File: src/rtl/lshift_seq.sv
// Iterative left shifter: shifts portA left by min(portB, WIDTH) one bit per clock.
// Build with LSHIFT_CARRY_EN defined to add the registered overflow output carry.
//
// state  | meaning
// IDLE   | waiting for init; out holds the last result
// SHIFT  | shifting acc one position per clock until cnt reaches zero
// FINISH | DONE high; waiting for init to drop before accepting another op
module lshift_seq #(
  parameter int WIDTH = 3,
  parameter int SHW   = 3
) (
  input  logic             clk,
  input  logic             rst,
  input  logic             init,
  input  logic [WIDTH-1:0] portA,
  input  logic [SHW-1:0]   portB,
  output logic [WIDTH-1:0] out,
  output logic             DONE,
  output logic             busy
`ifdef LSHIFT_CARRY_EN
  ,
  output logic             carry
`endif
);

  localparam int CW = $clog2(WIDTH + 1);

  localparam logic [1:0] IDLE   = 2'd0;
  localparam logic [1:0] SHIFT  = 2'd1;
  localparam logic [1:0] FINISH = 2'd2;

  logic [1:0]       state;
  logic [WIDTH-1:0] acc;
  logic [CW-1:0]    cnt;
  logic [CW-1:0]    cnt_load;

  // Saturate the shift amount so any portB >= WIDTH clears every bit.
  always_comb begin
    cnt_load = CW'(WIDTH);
    if (32'(portB) < 32'(WIDTH)) cnt_load = CW'(portB);
  end

  always_ff @(posedge clk or posedge rst) begin
    if (rst) begin
      state <= IDLE;
      acc   <= '0;
      cnt   <= '0;
      out   <= '0;
      DONE  <= 1'b0;
      busy  <= 1'b0;
    end else begin
      case (state)
        IDLE: begin
          if (init) begin
            acc   <= portA;
            cnt   <= cnt_load;
            busy  <= 1'b1;
            state <= SHIFT;
          end
        end
        SHIFT: begin
          if (cnt != '0) begin
            acc <= acc << 1;
            cnt <= cnt - CW'(1);
          end else begin
            out   <= acc;
            DONE  <= 1'b1;
            busy  <= 1'b0;
            state <= FINISH;
          end
        end
        FINISH: begin
          // Requester must be seen low before another op can start.
          if (!init) begin
            DONE  <= 1'b0;
            state <= IDLE;
          end
        end
        default: state <= IDLE;
      endcase
    end
  end

`ifdef LSHIFT_CARRY_EN
  logic lost;

  always_ff @(posedge clk or posedge rst) begin
    if (rst) begin
      lost  <= 1'b0;
      carry <= 1'b0;
    end else begin
      case (state)
        IDLE: begin
          if (init) begin
            lost  <= 1'b0;
            carry <= 1'b0;
          end
        end
        SHIFT: begin
          if (cnt != '0) begin
            if (acc[WIDTH-1]) lost <= 1'b1;
          end else begin
            carry <= lost;
          end
        end
        default: ;
      endcase
    end
  end
`endif

endmodule

File: config.mk
export PLATFORM = sky130hd
export DESIGN_NAME = lshift_seq
export DESIGN_NICKNAME = d
export VERILOG_FILES = /design/src/rtl/lshift_seq.sv
export SDC_FILE = /design/constraint.sdc
export NUM_CORES = 1
export LEC_CHECK = 0
export BUFFER_PORTS_ARGS = -buffer_cell sky130_fd_sc_hd__buf_2
export CAP_MARGIN = 0
export CORE_AREA = 4 4 41 43
export CTS_BUF_LIST = sky130_fd_sc_hd__clkbuf_8
export CTS_CLUSTER_DIAMETER = 80
export DETAILED_ROUTE_END_ITERATION = 10
export DIE_AREA = 0 0 45 47
export GPL_ROUTABILITY_DRIVEN = 0
export HOLD_SLACK_MARGIN = 0.08
export PLACE_DENSITY = 0.81
export REMOVE_ABC_BUFFERS = 1
export SLEW_MARGIN = 30
export SYNTH_ARGS = -nofsm -noshare
export SYNTH_HDL_FRONTEND = slang
export SYNTH_SLANG_ARGS = --single-unit
File: constraint.sdc
create_clock -name clk -period 1.5 [get_ports clk]
set_input_delay 0.15 -clock clk [delete_from_list [all_inputs] [get_ports clk]]
set_output_delay 0.15 -clock clk [all_outputs]
set_load 0.005 [all_outputs]
Word level (Yosys, flattened, before mapping) --
Cells that the tools add are included.
Word-level totals: register bits 12, logic and storage cells 41, output and inout port bits 5
Cells by class: add/subtract/negate cells 1, magnitude comparators 1, reduce and logical (&&, ||, !) cells 9, eq/ne operators 6, multiplexer cells 17, bitwise operators 1
Operator list (count):
- $mux W2 | 6
- $reduce_and A3 Y1 | 4
- $ne A2 B2 Y1 const B | 4
- $mux W3 | 2
- $pmux W2 S3 | 1
- $pmux W3 S2 | 1
- $reduce_bool A2 Y1 | 3
- $mux W1 | 4
- $pmux W1 S2 | 2
- $pmux W2 S2 | 1
- $lt A3 B2 Y1 const B | 1
- $eq A2 B1 Y1 const B | 1
- $eq A2 B2 Y1 const B | 1
- $logic_not A2 Y1 | 1
- $reduce_and A2 Y1 | 1
- $sub A2 B1 Y2 const B | 1
- $not A1 Y1 | 1

Longest topological paths before layout --
depth after elaboration 4, mapped depth 5, depth with buffers taken out 5

Least setup slack after synthesis --
Ideal clock, no wire load.
path type reg2reg, start register cnt[0], end register acc[1], cell stages (with the launch flop) 6, setup slack 0.091 ns, required time 1.375 ns, path buffers 0, data arrival time 1.284 ns, setup time 0.125 ns, cell sequence dfrtp_1 > inv_1 > ha_1 > nand2b_1 > a21oi_4 > mux2_4
Between the ends: word-level cells in the longest chain between the ends 3
Ends and longest elaborated chain:
- start, declared | RTL line 34 | logic [CW-1:0] cnt;
- start signal, assigned | RTL line 56 | cnt <= cnt_load;
- start signal, assigned | RTL line 64 | cnt <= cnt - CW'(1);
- $reduce_bool A2 Y1 | RTL line 62 | if (cnt != '0) begin
- $ne A2 B2 Y1 (no line)
- $reduce_and A3 Y1 (no line)
- end signal, assigned | RTL line 55 | acc <= portA;
- end signal, assigned | RTL line 63 | acc <= acc << 1;
- end, declared | RTL line 33 | logic [WIDTH-1:0] acc;
Every way passes these cells. A chain may end at the register's enable or synchronous reset.

Final worst setup path --
start register cnt[0], end register acc[2]
The elaborated chain is that of the path after synthesis.

==> reports/metrics.yaml <==
final_nets: 89
worstPathCellList: "inv_1 -> ha_2 -> nand2b_4 -> a21oi_4 -> mux2_4"
die-area_um2: 2120
drv_slew: 0
max_cap_viol_count: 0
totalWireLength_um: 1300
synth_warnings: 0
die_h_um: 47
worstSetupPathType: "flop to flop"
period_minus_slack_ns: 1.43
clockPowerShare: 0.186
dp_hpwl_um: 946
drc: 0
setup_viol: 0
p_seq_frac: 0.326
layout.cells.most_common: "buf_2"
startpoint: "cnt[0]$_DFFE_PP0P_"
mostFrequentLayoutCells: "buf_2 (13), dfrtp_1 (12), buf_4 (7), inv_1 (6), o21ai_0 (5)"
wl_per_cell_um: 14.0
skew_ns: 0.00238
ant_nets: 0
synth-seq-cells: 12
die_x_um: 45
start_util: 0.489
switching_power_mw: 0.609
crit_required_ns: 1.62
placed_cells: 85
cp-endpoint: "acc[2]$_DFFE_PP0P_"
via_per_inst: 5.19
portBuffers: 13
ios: 14
detailroute.via_count: 483
r2r_slack_ns: 0.07
fmax_mhz: 700
core_area_um2: 1300
cts_tree: "yes"
cts_inserted_buffers: 3
power_frac_comb: 0.488
powerDensity_nw_per_um2: 2250
finalHoldViolCount: 0
switching_share: 0.328
drt_first_pass_iters: 2
regArea_um2: 300
synth_top_area_cell: "dfrtp_1"
grt_antenna_before_repair: 0
p_leak_nw: 0.409
htree_levels: 1
end_kind: "flop"
grt-ovfl-total: 0
worst_ir_drop_vdd_mv: 1.19
tightest_slew_ns: 0.468
synth_area_um2: 637
multi_input_comb_area_um2: 302
first_iter_violations: 3
synth_cell_types: 22
drive_gt1_frac: 0.423
rsz0062_at_grt: "no"
r2r-start: "cnt[0]$_DFFE_PP0P_"
grt_pass1_wl_um: 2090
grt_max_degree: 13
cts_sinks: 12
hp-class: "input pin to flop"
period_share: 0.952
grt.total_usage: 0.140
antennaDiodeCount: 0
grt_pass1_vias: 497
n_fill_cell: 110
reg2reg_to: "acc[2]$_DFFE_PP0P_"
fp-row-count: 13
p_total_mw: 1.85
cpPeakStageDelay_ns: 0.36
synthTopCellsByArea: "dfrtp_1 (47%), mux2_4 (9.4%), mux2_1 (5.3%), nand2b_4 (4.3%), o21ai_0 (3.9%)"
insertion_delay_ns: 0.24
setup_tns_ns: 0
start_kind: "flop"
yosys.area.top_type_share: 0.472
crit_arrival_ns: 1.55
rr_worst_depth: 5
ys_seq_area_frac: 0.472
cts-root-buf: "clkbuf_8"
avgSynthCellArea_um2: 11.6
clk_path_buf_depth: 2
maxSlewHeadroom: 0.688
synth_cells: 55
worstPathMaxFanout: 4
intPower_mw: 1.25
crit_slowest_cell: "dfrtp_1"
areaGrowthSynthToFinish_pct: 29.7
run_status: "finished, final reports clean"
clk_pin_slew_ns: 0.05
fin_cells: 93
-- critical path, delay by kind of cell, from the launching register on --
family	cells	cell delay (ns)
multiplexers	1	0.32
flip-flops	1	0.36
buffers and inverters	1	0.07
AND/OR/NAND/NOR	1	0.15
adder cells (fa/ha/maj)	1	0.20
AO/OA/AOI/OAI	1	0.22
-- cell usage after synthesis --
| cell type | n |
|---|---|
| mux2_1 | 3 |
| nand2b_1 | 1 |
| nor2_1 | 2 |
| o21ai_0 | 5 |
| inv_1 | 6 |
| a21oi_4 | 1 |
| o22ai_1 | 2 |
| a2bb2oi_1 | 1 |
| nand2_1 | 3 |
| mux2_4 | 4 |
| nor3b_1 | 1 |
| dfrtp_1 | 12 |
| buf_6 | 2 |
| nor3_1 | 1 |
| a21oi_1 | 1 |
| o21a_1 | 1 |
| a221oi_1 | 1 |
| ha_1 | 1 |
| nand2b_4 | 2 |
| mux2i_1 | 1 |
| nand3b_1 | 1 |
| nor2b_1 | 3 |
-- kinds of logic (layout without fill, tap and decap cells) --
family                     after synthesis  after routing  share of synthesized area
AOI/OAI and AO/OA                       12             12                      0.132
buffers and inverters                    8             31                     0.0707
DFF                                     12             12                      0.472
muxes                                    8              8                      0.163
adders and majority gates                1              1                     0.0196
and+or+nand+nor                         14             14                      0.143
-- final cells by class --
| type | count | area share |
|---|---|---|
| well taps | 15 | 0.0227 |
| inverters | 6 | 0.0273 |
| repair buffers | 21 | 0.155 |
| multi-input cells | 35 | 0.365 |
| flip-flops and latches | 12 | 0.364 |
| clock buffers | 4 | 0.0667 |
-- through the flow --
stage | instance area, um2 | utilization | hold WS (ns) | setup WS [ns]
floorplan | 614 | - | 0.0147 | 0.0829
global placement | 728 | 0.560 | 0.171 | 0.112
detailed placement | 728 | 0.560 | 0.188 | 0.0546
CTS | 793 | 0.610 | 0.228 | 0.0306
global route | 826 | 0.635 | 0.250 | 0.00137
finish | 826 | 0.635 | 0.228 | 0.0722
-- state kept, by name, summed over array words and instances, names as in the netlist --
register and cells:
acc 3, out 3, DONE 1, cnt 2
busy 1, state 2
-- worst min-delay path by stage --
stage | start | to | depth (start not counted)
global route | init | state[1]$_DFFE_PP0P_ | 3
floorplan | rst | DONE$_DFFE_PP0P_ | 1
global placement | rst | out[1]$_DFFE_PP0P_ | 2
CTS | init | state[1]$_DFFE_PP0P_ | 3
detailed placement | rst | out[2]$_DFFE_PP0P_ | 2
finish | init | state[1]$_DFFE_PP0P_ | 3
-- layer usage --
layer / GRT usage / share of wire
met1: 0.162 / 0.45
met2: 0.246 / 0.52
met4: 0.0936 / 0.011
met3: 0.0115 / 0.019
met5: 0 / 0
-- power groups by stage --
stage	Sequential, mW	Clock (mW)	Combinational, mW
2_1_floorplan	0.595	0	0.542
3_3_place_gp	0.585	0	0.750
3_5_place_dp	0.599	0	0.783
4_1_cts	0.596	0.353	0.792
5_1_grt	0.626	0.366	1.00
6_report	0.604	0.345	0.906
-- what timing repair did --
action	in CTS	in global routing
resized for setup	0	2
setup endpoints to repair	0	3
endpoints found under the hold margin	12	0
buffers inserted	0	3
hold buffers	1	0
Power figures use the tool's default switching activity.
